**src/rtl/axi_mem_port_arbiter.sv**
```systemverilog
// Round-robin arbiter sharing one single-port RAM between NUM_REQ req/gnt ports.
// Locked bursts keep the grant, capped at MAX_HOLD consecutive grants while another port waits.
module axi_mem_port_arbiter #(
  parameter int NUM_REQ    = 4,
  parameter int ADDR_WIDTH = 14,
  parameter int DATA_WIDTH = 32,
  parameter int MAX_HOLD   = 16
) (
  input  logic                            s_axi_clk,
  input  logic                            s_axi_rst_n,
  input  logic [NUM_REQ-1:0]              req_i,
  input  logic [NUM_REQ-1:0]              we_i,
  input  logic [NUM_REQ-1:0]              lock_i,
  input  logic [NUM_REQ*ADDR_WIDTH-1:0]   addr_i,
  input  logic [NUM_REQ*DATA_WIDTH/8-1:0] wstrb_i,
  input  logic [NUM_REQ*DATA_WIDTH-1:0]   wdata_i,
  output logic [NUM_REQ-1:0]              gnt_o,
  output logic [NUM_REQ-1:0]              rvalid_o,
  output logic [DATA_WIDTH-1:0]           rdata_o,
  output logic                            ram_cs,
  output logic                            ram_we,
  output logic [ADDR_WIDTH-1:0]           ram_addr,
  output logic [DATA_WIDTH-1:0]           ram_wstrb,
  output logic [DATA_WIDTH-1:0]           ram_din,
  input  logic [DATA_WIDTH-1:0]           ram_dout
);

  localparam int PTR_W  = (NUM_REQ > 1) ? $clog2(NUM_REQ) : 1;
  localparam int CNT_W  = $clog2(MAX_HOLD + 1);
  localparam int STRB_W = DATA_WIDTH / 8;

  typedef enum logic {ARB, HOLD} state_t;

  state_t             state, state_d;
  logic [PTR_W-1:0]   rr_ptr, rr_ptr_d;
  logic [PTR_W-1:0]   owner, owner_d;
  logic [CNT_W-1:0]   hold_cnt, hold_cnt_d;
  logic [NUM_REQ-1:0] rvalid_q;
  logic [NUM_REQ-1:0] gnt_c;
  logic [PTR_W-1:0]   sel;
  logic [PTR_W-1:0]   cand;
  logic [PTR_W-1:0]   arb_idx;
  logic               arb_found;
  logic               others_req;
  logic               cap_hit;
  logic               hold_grant;
  logic [STRB_W-1:0]  wstrb_sel;

  // Rotating priority: search starts just after the most recently granted port.
  always_comb begin
    arb_found = 1'b0;
    arb_idx   = '0;
    cand      = '0;
    for (int i = 1; i <= NUM_REQ; i++) begin
      cand = PTR_W'((int'(rr_ptr) + i) % NUM_REQ);
      if (!arb_found && req_i[cand]) begin
        arb_found = 1'b1;
        arb_idx   = cand;
      end
    end
  end

  assign others_req = |(req_i & ~(NUM_REQ'(1) << owner));
  // Cap reached under contention: owner is passed over and arbitration picks the next port.
  assign cap_hit    = (hold_cnt == CNT_W'(MAX_HOLD)) && others_req;
  assign hold_grant = (state == HOLD) && req_i[owner] && !cap_hit;

  always_comb begin
    gnt_c      = '0;
    sel        = '0;
    state_d    = state;
    rr_ptr_d   = rr_ptr;
    owner_d    = owner;
    hold_cnt_d = hold_cnt;
    if (hold_grant) begin
      gnt_c[owner] = 1'b1;
      sel          = owner;
      if (!lock_i[owner]) begin
        state_d    = ARB;
        hold_cnt_d = '0;
      end else if (others_req) begin
        hold_cnt_d = hold_cnt + CNT_W'(1);
      end else begin
        hold_cnt_d = CNT_W'(1);
      end
    end else begin
      state_d    = ARB;
      hold_cnt_d = '0;
      if (arb_found) begin
        gnt_c[arb_idx] = 1'b1;
        sel            = arb_idx;
        rr_ptr_d       = arb_idx;
        if (lock_i[arb_idx]) begin
          state_d    = HOLD;
          owner_d    = arb_idx;
          hold_cnt_d = CNT_W'(1);
        end
      end
    end
  end

  assign gnt_o = s_axi_rst_n ? gnt_c : '0;

  always_ff @(posedge s_axi_clk or negedge s_axi_rst_n) begin
    if (!s_axi_rst_n) begin
      state    <= ARB;
      rr_ptr   <= PTR_W'(NUM_REQ - 1);
      owner    <= '0;
      hold_cnt <= '0;
      rvalid_q <= '0;
    end else begin
      state    <= state_d;
      rr_ptr   <= rr_ptr_d;
      owner    <= owner_d;
      hold_cnt <= hold_cnt_d;
      rvalid_q <= gnt_o & ~we_i;
    end
  end

  assign rvalid_o  = rvalid_q;
  assign rdata_o   = ram_dout;
  assign ram_cs    = |gnt_o;
  assign ram_we    = we_i[sel];
  assign ram_addr  = addr_i[int'(sel)*ADDR_WIDTH +: ADDR_WIDTH];
  assign ram_din   = wdata_i[int'(sel)*DATA_WIDTH +: DATA_WIDTH];
  assign wstrb_sel = wstrb_i[int'(sel)*STRB_W +: STRB_W];

  always_comb begin
    ram_wstrb = '0;
    for (int b = 0; b < STRB_W; b++) begin
      ram_wstrb[8*b +: 8] = {8{wstrb_sel[b]}};
    end
  end

endmodule

```
**config.mk**
```make
export PLATFORM = sky130hd
export DESIGN_NAME = axi_mem_port_arbiter
export DESIGN_NICKNAME = d
export VERILOG_FILES = /design/src/rtl/axi_mem_port_arbiter.sv
export SDC_FILE = /design/constraint.sdc
export NUM_CORES = 1
export LEC_CHECK = 0
export BUFFER_PORTS_ARGS = -buffer_cell sky130_fd_sc_hd__buf_2
export CAP_MARGIN = 40
export CORE_AREA = 4 4 139 141
export CTS_CLUSTER_SIZE = 14
export DETAILED_ROUTE_END_ITERATION = 10
export DIE_AREA = 0 0 143 145
export PLACE_DENSITY_LB_ADDON = 0.15
export SYNTH_ARGS = -nofsm -noshare
export SYNTH_HDL_FRONTEND = slang
export SYNTH_SLANG_ARGS = --single-unit
```
**constraint.sdc**
```tcl
create_clock -name s_axi_clk -period 2.6 [get_ports s_axi_clk]
set_clock_uncertainty 0.15 [all_clocks]
set_input_delay 0.26 -clock s_axi_clk [delete_from_list [all_inputs] [get_ports s_axi_clk]]
set_output_delay 0.26 -clock s_axi_clk [all_outputs]
set_load 0.05 [all_outputs]
```
==> results of run 1 <==
-- registers in the layout, summed over array words and instances, names as in the netlist --
| signal | flops |
|---|---|
| hold_cnt | 5 |
| owner | 2 |
| rvalid_o | 4 |
| rr_ptr | 2 |
| state | 1 |
-- routing by layer --
metal / GRT usage / share of wire / up-vias
met5: 0 / 0.00068 / -
li1: - / - / 2237
met4: 0.0375 / 0.020 / 2
met2: 0.299 / 0.55 / 202
met3: 0.0273 / 0.065 / 42
met1: 0.173 / 0.36 / 2182
-- stage by stage --
stage                      util  area [sq um]  setup slack, ns
final                     0.455          8170           -0.531
after global routing      0.455          8170           -0.640
after CTS                 0.408          7320           -0.527
after detailed placement  0.329          5910           -0.411
after global placement    0.329          5910           -0.353
after floorplan               -          4290           -0.490
-- layout by cell type (no fill, tap or decap), drive strengths merged, types with 2 or more instances in the layout --
cell type	synthesis	final
mux2i	7	7
nand2	159	159
clkbuf	6	12
ha	2	2
buf	92	419
o21ai	7	7
a21oi	54	54
nand2b	4	4
nor2	10	10
inv	4	4
o22ai	2	2
a32oi	51	51
nor2b	6	6
mux2	2	2
xor2	2	2
dfrtp	12	12
dfstp	2	2
nor3	4	4
a21bo	1	2
or2	2	2
nor3b	3	3
nand3	2	2
-- logic make-up (layout without fill, tap and decap cells) --
| kind of cell | count (synthesis) | after routing | synth area share |
|---|---|---|---|
| and+or+nand+nor | 197 | 197 | 0.270 |
| AOI/OAI and AO/OA | 127 | 128 | 0.301 |
| buffers and inverters | 102 | 436 | 0.254 |
| DFF | 14 | 14 | 0.115 |
| muxes | 10 | 10 | 0.0429 |
| xor gates and xnor gates | 3 | 3 | 0.00858 |
| adders and majority gates | 2 | 2 | 0.00817 |
| other | 0 | 1 | 0 |
-- synth_stat cells, types with 2 or more instances --
| master | number |
|---|---|
| sky130_fd_sc_hd__xor2_1 | 2 |
| sky130_fd_sc_hd__nand2_1 | 159 |
| sky130_fd_sc_hd__mux2i_1 | 6 |
| sky130_fd_sc_hd__nor3_1 | 4 |
| sky130_fd_sc_hd__nand3_1 | 2 |
| sky130_fd_sc_hd__dfrtp_1 | 12 |
| sky130_fd_sc_hd__or2_2 | 2 |
| sky130_fd_sc_hd__nor2b_1 | 6 |
| sky130_fd_sc_hd__ha_1 | 2 |
| sky130_fd_sc_hd__clkbuf_1 | 6 |
| sky130_fd_sc_hd__buf_6 | 6 |
| sky130_fd_sc_hd__buf_4 | 61 |
| sky130_fd_sc_hd__nor2_1 | 10 |
| sky130_fd_sc_hd__nor3b_1 | 3 |
| sky130_fd_sc_hd__dfstp_2 | 2 |
| sky130_fd_sc_hd__o21ai_0 | 3 |
| sky130_fd_sc_hd__nand2b_1 | 4 |
| sky130_fd_sc_hd__buf_2 | 19 |
| sky130_fd_sc_hd__buf_12 | 6 |
| sky130_fd_sc_hd__a32oi_1 | 51 |
| sky130_fd_sc_hd__o21ai_1 | 3 |
| sky130_fd_sc_hd__a21oi_1 | 54 |
| sky130_fd_sc_hd__inv_1 | 4 |
-- layout make-up --
cell class,count,area share
inverter,4,0.00184
multi-input combinational,340,0.426
tap,229,0.0351
timing repair buffer,428,0.482
antenna,1,0.000306
clock buffer,4,0.0109
sequential,14,0.0432
-- repair_timing --
item / in CTS / in global routing
buffers inserted: 19 / 14
gates resized for setup: 237 / 154
pin swaps: 16 / 57
endpoints found under the setup margin: 83 / 84
endpoints found under the hold margin: 12 / 0
hold buffers: 1 / 0
gates cloned: 11 / 8
-- worst max-delay path by stage --
stage | to | from | slack, ns | cells after the start
2_1_floorplan | ram_wstrb[10] | hold_cnt[0] | -0.49 | 11
3_3_place_gp | ram_din[14] | owner[0] | -0.35 | 9
3_5_place_dp | ram_din[14] | hold_cnt[0] | -0.41 | 11
4_1_cts | ram_wstrb[29] | owner[0] | -0.53 | 10
5_1_grt | ram_wstrb[12] | owner[0] | -0.64 | 12
6_report | ram_wstrb[16] | hold_cnt[1] | -0.53 | 12
==> reports/qor.txt, run 1 <==
family with the most delay on the worst path: buffers and inverters
number of sinks handled by clock tree synthesis: 14
Clock Latency Late Sink: 0.24 ns
Critical Path Max Stage Delay: 0.39 ns
pin count of the biggest net entering global routing: 22
clock tree from TritonCTS: yes
CTS H-tree depth: 1
Port-buffer cells: 301
global route overflow: 0
count of buffering cells on the critical path with inverters included: 5
via count of the first global-routing pass: 4829
fillcell total: 1683
cell count of the worst hold path: 2
slew margin rel.: 0.697
share of the synthesized area in the top cell type: 0.195
signed area change from the synthesized netlist to the final layout: 167%
maximum clock rate: 319 MHz
number of max-cap violations: 0
CP max FO: 8
antenna violations before repair: 2
endpoints failing hold: 0
R2R Path Start: owner[0]
worst min-delay path startpoint: we_i[3]
register area: 353 sq um
first-pass GRT wire length: 26200 um
destination of the worst register-to-register timing path: rvalid_o[3]
Synth Flop Type: sky130_fd_sc_hd__dfrtp_1
TritonCTS Buffers: 3
critical-path cell list: inv_2 > ha_4 > and4bb_2 > o41ai_4 > o21ai_4 > mux2i_4 > buf_12 > buf_12 > nand2_4 > a32oi_4 > buf_12 > buf_12
register-to-register setup slack: 0.09 ns
count of different cell masters after synthesis: 51
RD Place Congestion: 0.811
Req. time, crit path: 2.19 ns
via count of the routed design: 4665
HPWL after detailed placement: 13100 um
setup repair after global routing missed its margin: true
# DRC: 0
core footprint: 0.0180 sq mm
number of ports placed on the die boundary: 366
multi-input combinational cell area: 0.00348 sq mm
hold slack: 0.0321 ns
result of the run: complete, but fails checks
slew at the pin closest to its max-slew limit: 0.455 ns
critical path class: flip-flop to output pin
average wire length per cell after detail routing: 18.7 um
number of instances in the synthesized netlist: 455
number of DRC violations after detailed-routing iteration 0: 116
cells taking the most area after synthesis: sky130_fd_sc_hd__nand2_1, sky130_fd_sc_hd__buf_4, sky130_fd_sc_hd__a32oi_1, sky130_fd_sc_hd__dfrtp_1, sky130_fd_sc_hd__a21oi_1
part of the Yosys area used for sequential elements: 0.115
DRT Wirelength: 19100 um
clock slew seen by the registers of the worst setup and hold paths: 0.05 ns
Max Slew Vio Count: 0
maximum buffer depth of the clock tree: 2
nets in the synthesized netlist: 703
violations in the final reports: negative setup slack
number of warning messages in the yosys log: 0
most repeated library cell on the critical path: sky130_fd_sc_hd__buf_12
number of cell instances on the worst register-to-register path: 8
Root Driver: sky130_fd_sc_hd__clkbuf_16
Worst setup EP type: output pin
Yosys top cell by area: sky130_fd_sc_hd__nand2_1
final setup margin: -0.531 ns
crit start category: flip-flop
final-layout setup total negative slack: -39.65 ns
global-route usage over all layers: 0.155
mean area per synthesized cell: 6.73 sq um
total number of nets in the final design: 1039
number of enable-type register cells in the synthesized netlist: 0
Post-synth ARST share: 1.00
post-synth design cell area: 0.00306 sq mm
die extent in y: 145 um
path category of the worst min-delay check: input port to flip-flop
Detailed Routing Iterations Pass 1: 4
data arrival time at the worst-slack endpoint: 2.72 ns
starting density of the core: 0.170
number of setup violations in the final report: 82
post-route fraction of the period consumed by the critical path: 1.20
layout cells sized above 1: 0.778
Vias per Instance: 4.57
die extent in x: 143 um
Die ar.: 0.0207 sq mm
post-synthesis register bit count: 14
count of nets left with antenna violations after detail routing: 0
min cycle time layout: 3.13 ns
count of placed standard cells in the final layout, fillers left out: 1020
destination of the worst hold path: rvalid_o[3]
number of rows created at floorplan: 49
total instance count after detailed placement: 967
critical path's slowest cell: sky130_fd_sc_hd__dfrtp_1
Power of run 1 is not shown: default switching activity piles up to over one toggle a cycle in this logic, so the estimate is an artifact.
==> run 2, diff against run 1 <==
- CORE_AREA: 4 4 139 141 -> 2 2 141 143
- clock period: 2.6 -> 3.68 ns (I/O delays scaled with it)
==> reports/qor.txt, run 2 (synthesized netlist as in run 1, its figures left out) <==
result of the run: completed
final-layout setup total negative slack: 0 ns
signed area change from the synthesized netlist to the final layout: 47.7%
via count of the first global-routing pass: 3620
post-route fraction of the period consumed by the critical path: 0.945
die extent in y: 145 um
number of DRC violations after detailed-routing iteration 0: 120
number of sinks handled by clock tree synthesis: 14
Largest Register: hold_cnt
Vias per Instance: 4.17
layout cells sized above 1: 0.500
Clock Latency Late Sink: 0.25 ns
multi-input combinational cell area: 0.00199 sq mm
endpoints failing hold: 0
Max Slew Vio Count: 0
Die ar.: 0.0207 sq mm
global-route usage over all layers: 0.118
Root Driver: sky130_fd_sc_hd__clkbuf_16
clock slew seen by the registers of the worst setup and hold paths: 0.05 ns
number of ports placed on the die boundary: 366
critical-path cell list: inv_1 > ha_1 > and4bb_2 > o41ai_4 > o21ai_4 > mux2i_4 > buf_12 > buf_4 > nand2_1 > a32oi_1 > buf_2
# DRC: 0
cell area after layout: 0.00452 sq mm
data arrival time at the worst-slack endpoint: 2.96 ns
die extent in x: 143 um
CP max FO: 41
DRT Wirelength: 13500 um
core footprint: 0.0192 sq mm
number of rows created at floorplan: 51
number of max-cap violations: 0
starting density of the core: 0.159
minimum setup slack after placement: 0.324 ns
final core utilization: 0.235
crit start category: flip-flop
min cycle time layout: 3.48 ns
slew at the pin closest to its max-slew limit: 0.454 ns
setup repair after global routing missed its margin: false
most frequent cells in the layout: sky130_fd_sc_hd__buf_2, sky130_fd_sc_hd__nand2_1, sky130_fd_sc_hd__a21oi_1, sky130_fd_sc_hd__a32oi_1, sky130_fd_sc_hd__dfrtp_1
flip-flop count of the largest register after layout: 5
first-pass GRT wire length: 19800 um
number of setup violations in the final report: 0
HPWL after detailed placement: 11100 um
commonest non-fill, non-tap cell in the layout: sky130_fd_sc_hd__buf_2
final setup margin: 0.204 ns
path category of the worst min-delay check: input port to flip-flop
global route overflow: 0
Critical Path Max Stage Delay: 0.40 ns
count of nets left with antenna violations after detail routing: 0
total number of nets in the final design: 927
Worst setup EP type: output pin
antenna violations before repair: 1
critical path's slowest cell: sky130_fd_sc_hd__dfrtp_1
slew margin rel.: 0.697
Port-buffer cells: 301
fillcell total: 2199
pin count of the biggest net entering global routing: 45
maximum buffer depth of the clock tree: 2
Cell Area, Placed: 0.00439 sq mm
Detailed Routing Iterations Pass 1: 4
average wire length per cell after detail routing: 14.3 um
maximum clock rate: 288 MHz
register area: 354 sq um
Req. time, crit path: 3.16 ns
clock tree from TritonCTS: yes
TritonCTS Buffers: 3
RD Place Congestion: 0.777
critical path class: flip-flop to output pin
via count of the routed design: 3941
CTS H-tree depth: 1
run 2: changes by cell type in the layout (fill, tap and decap cells not counted), moves of 15 or more:
cell	previous run	this run
sky130_fd_sc_hd__buf_12	52	8
sky130_fd_sc_hd__nand2_2	26	0
sky130_fd_sc_hd__buf_2	218	296
sky130_fd_sc_hd__a32oi_1	0	47
sky130_fd_sc_hd__a21oi_2	30	0
sky130_fd_sc_hd__a32oi_4	45	2
sky130_fd_sc_hd__buf_6	61	0
sky130_fd_sc_hd__buf_4	66	7
sky130_fd_sc_hd__a21oi_1	14	54
sky130_fd_sc_hd__buf_8	15	0
sky130_fd_sc_hd__nand2_4	39	0
sky130_fd_sc_hd__nand2_1	94	159
run 2: worst max-delay path, delay by kind of cell (launching register included):
family                     cells  cell delay, ns
adders and majority gates      1            0.14
AOI/OAI and AO/OA              3            0.59
buffers and inverters          4            0.86
DFF                            1            0.40
and+or+nand+nor                2            0.35
muxes                          1            0.35
run 2: per-layer routing:
layer  vias up  share of wire  track usage
met5         -              0            0
li1       1995              -            -
met2       166           0.52        0.221
met1      1754           0.40        0.141
met4         0          0.014       0.0262
met3        26          0.068       0.0162
run 2: repair_timing:
item,in CTS,in global routing
buffers inserted,0,0
hold endpoints to repair,12,0
endpoints found under the setup margin,0,19
hold buffers,1,0
resized for setup,0,8
run 2: cell type report:
| cell class | count | share of cell area |
|---|---|---|
| clock buffer | 4 | 0.0196 |
| timing repair buffer | 317 | 0.385 |
| antenna | 1 | 0.000553 |
| sequential | 14 | 0.0783 |
| inverter | 4 | 0.00332 |
| tap | 265 | 0.0733 |
| multi-input combinational | 339 | 0.440 |
run 2: through the flow:
stage / hold WS (ns) / instances
floorplan: -0.0776 / 455
global placement: 0.194 / 938
detailed placement: 0.191 / 938
CTS: 0.125 / 943
global route: 0.134 / 944
finish: 0.127 / 944
run 2: worst paths after layout:
kind | from | endpoint | slack, ns | cells past startpoint
setup / recovery | hold_cnt[0] | ram_din[9] | 0.20 | 11
hold / removal | we_i[3] | rvalid_o[3] | 0.13 | 2
setup reg to reg | hold_cnt[0] | owner[1] | 1.18 | 8
hold reg to reg | hold_cnt[4] | hold_cnt[4] | 0.39 | 2
max in group asynchronous | s_axi_rst_n | rr_ptr[1] | 2.59 | 2
min in group asynchronous | s_axi_rst_n | rvalid_o[2] | 0.45 | 2
Power of run 2 is left out for the same reason.
==> run 3, diff against run 2 <==
--- a/constraint.sdc
+++ b/constraint.sdc
@@ -3,3 +3,3 @@
 set_input_delay 0.368 -clock s_axi_clk [delete_from_list [all_inputs] [get_ports s_axi_clk]]
 set_output_delay 0.368 -clock s_axi_clk [all_outputs]
-set_load 0.05 [all_outputs]
+set_load 0.1 [all_outputs]
==> reports/qor.txt, run 3 (synthesized netlist as in run 1, its figures left out) <==
result of the run: completed
data arrival time at the worst-slack endpoint: 2.95 ns
count of placed standard cells in the final layout, fillers left out: 948
total instance count after detailed placement: 942
Worst setup EP type: output pin
fillcell total: 2074
path category of the worst min-delay check: input port to flip-flop
Root Driver: sky130_fd_sc_hd__clkbuf_16
final-layout setup total negative slack: 0 ns
Req. time, crit path: 3.16 ns
critical path class: flip-flop to output pin
post-route fraction of the period consumed by the critical path: 0.944
number of DRC violations after detailed-routing iteration 0: 119
pin count of the biggest net entering global routing: 49
first-pass GRT wire length: 21500 um
flip-flop count of the largest register after layout: 5
total number of nets in the final design: 931
most repeated library cell on the critical path: sky130_fd_sc_hd__buf_12
number of sinks handled by clock tree synthesis: 14
Port-buffer cells: 301
clock tree from TritonCTS: yes
Vias per Instance: 4.18
number of max-cap violations: 0
via count of the routed design: 3966
number of rows created at floorplan: 51
setup repair after global routing missed its margin: false
Largest Register: hold_cnt
crit start category: flip-flop
final core utilization: 0.303
number of buffers inserted to repair setup after CTS: 0
starting density of the core: 0.159
slew margin rel.: 0.662
maximum clock rate: 288 MHz
CTS H-tree depth: 1
commonest non-fill, non-tap cell in the layout: sky130_fd_sc_hd__buf_2
TritonCTS Buffers: 3
global route overflow: 0
Clock Latency Late Sink: 0.25 ns
clock slew seen by the registers of the worst setup and hold paths: 0.05 ns
maximum buffer depth of the clock tree: 2
via count of the first global-routing pass: 3753
endpoints failing hold: 0
HPWL after detailed placement: 12300 um
CP max FO: 48
global-route usage over all layers: 0.130
Max Slew Vio Count: 0
die extent in y: 145 um
slew at the pin closest to its max-slew limit: 0.510 ns
layout cells sized above 1: 0.522
most frequent cells in the layout: sky130_fd_sc_hd__buf_2, sky130_fd_sc_hd__nand2_1, sky130_fd_sc_hd__buf_12, sky130_fd_sc_hd__a21oi_1, sky130_fd_sc_hd__a32oi_1
average wire length per cell after detail routing: 15.4 um
signed area change from the synthesized netlist to the final layout: 89.9%
critical-path cell list: inv_1 > ha_1 > and4bb_2 > o41ai_4 > o21ai_4 > mux2i_4 > buf_12 > buf_4 > nand2_1 > a32oi_1 > buf_12
DRT Wirelength: 14600 um
die extent in x: 143 um
critical path's slowest cell: sky130_fd_sc_hd__dfrtp_1
core footprint: 0.0192 sq mm
count of nets left with antenna violations after detail routing: 0
Detailed Routing Iterations Pass 1: 6
Die ar.: 0.0207 sq mm
Critical Path Max Stage Delay: 0.39 ns
number of ports placed on the die boundary: 366
antenna violations before repair: 1
RD Place Congestion: 0.841
number of setup violations in the final report: 0
min cycle time layout: 3.47 ns
# DRC: 0
==> run 3: cell types whose count changed in the layout (fill, tap and decap cells not counted), moves of 5 or more <==
cell,change
sky130_fd_sc_hd__buf_4,+6
sky130_fd_sc_hd__buf_2,-76
sky130_fd_sc_hd__a32oi_2,+13
sky130_fd_sc_hd__buf_12,+79
sky130_fd_sc_hd__clkbuf_4,-5
sky130_fd_sc_hd__a32oi_1,-12
==> run 3: area by class of cell <==
type	count	area [sq um]	area share
Inverter	4	15.0	0.00258
Clock buffer	4	88.8	0.0153
Multi-Input combinational cell	339	2070	0.357
Timing Repair Buffer	321	2950	0.507
Antenna cell	1	2.50	0.000430
Sequential cell	14	353	0.0607
Tap cell	265	332	0.0570
==> run 3: path summary, 6_finish.rpt <==
path,depth (start not counted),startpoint,end,slack (ns)
worst min-delay path,2,we_i[1],rvalid_o[1],0.14
worst max register to register,8,owner[1],rvalid_o[3],1.06
max in group asynchronous,2,s_axi_rst_n,rr_ptr[0],2.62
worst max-delay path,11,hold_cnt[0],ram_din[22],0.21
min in group asynchronous,2,s_axi_rst_n,rvalid_o[2],0.43
worst min register to register,2,hold_cnt[4],hold_cnt[4],0.39
==> run 3: critical path: cells and delay by family (launching register included) <==
kind,cells,cell delay (ns)
buf+inv,4,0.76
compound gates,3,0.71
flops,1,0.39
simple gates,2,0.34
mux,1,0.31
fa+ha+maj,1,0.14
==> run 3: repair_timing <==
| item | 4_1_cts | 5_1_grt |
|---|---|---|
| endpoints found under the setup margin | 0 | 1 |
| resized for setup | 0 | 1 |
| hold buffers | 1 | 0 |
| hold endpoints to repair | 12 | 0 |
==> run 3: routing by layer <==
layer | part of all wire | GRT usage | vias to the layer above
li1 | - | - | 2006
met1 | 0.38 | 0.152 | 1774
met2 | 0.53 | 0.248 | 175
met3 | 0.079 | 0.0231 | 11
met4 | 0.0060 | 0.0198 | 0
met5 | 0 | 0 | -
==> run 3: per-stage QoR <==
step / area [sq um] / worst slack, ns / hold WS (ns)
floorplan: 3250 / -0.430 / -0.0776
global placement: 5710 / 0.309 / 0.177
detailed placement: 5710 / 0.299 / 0.181
CTS: 5800 / 0.105 / 0.134
global route: 5810 / 0.0132 / 0.139
finish: 5810 / 0.208 / 0.136
Power of run 3 is left out for the same reason.
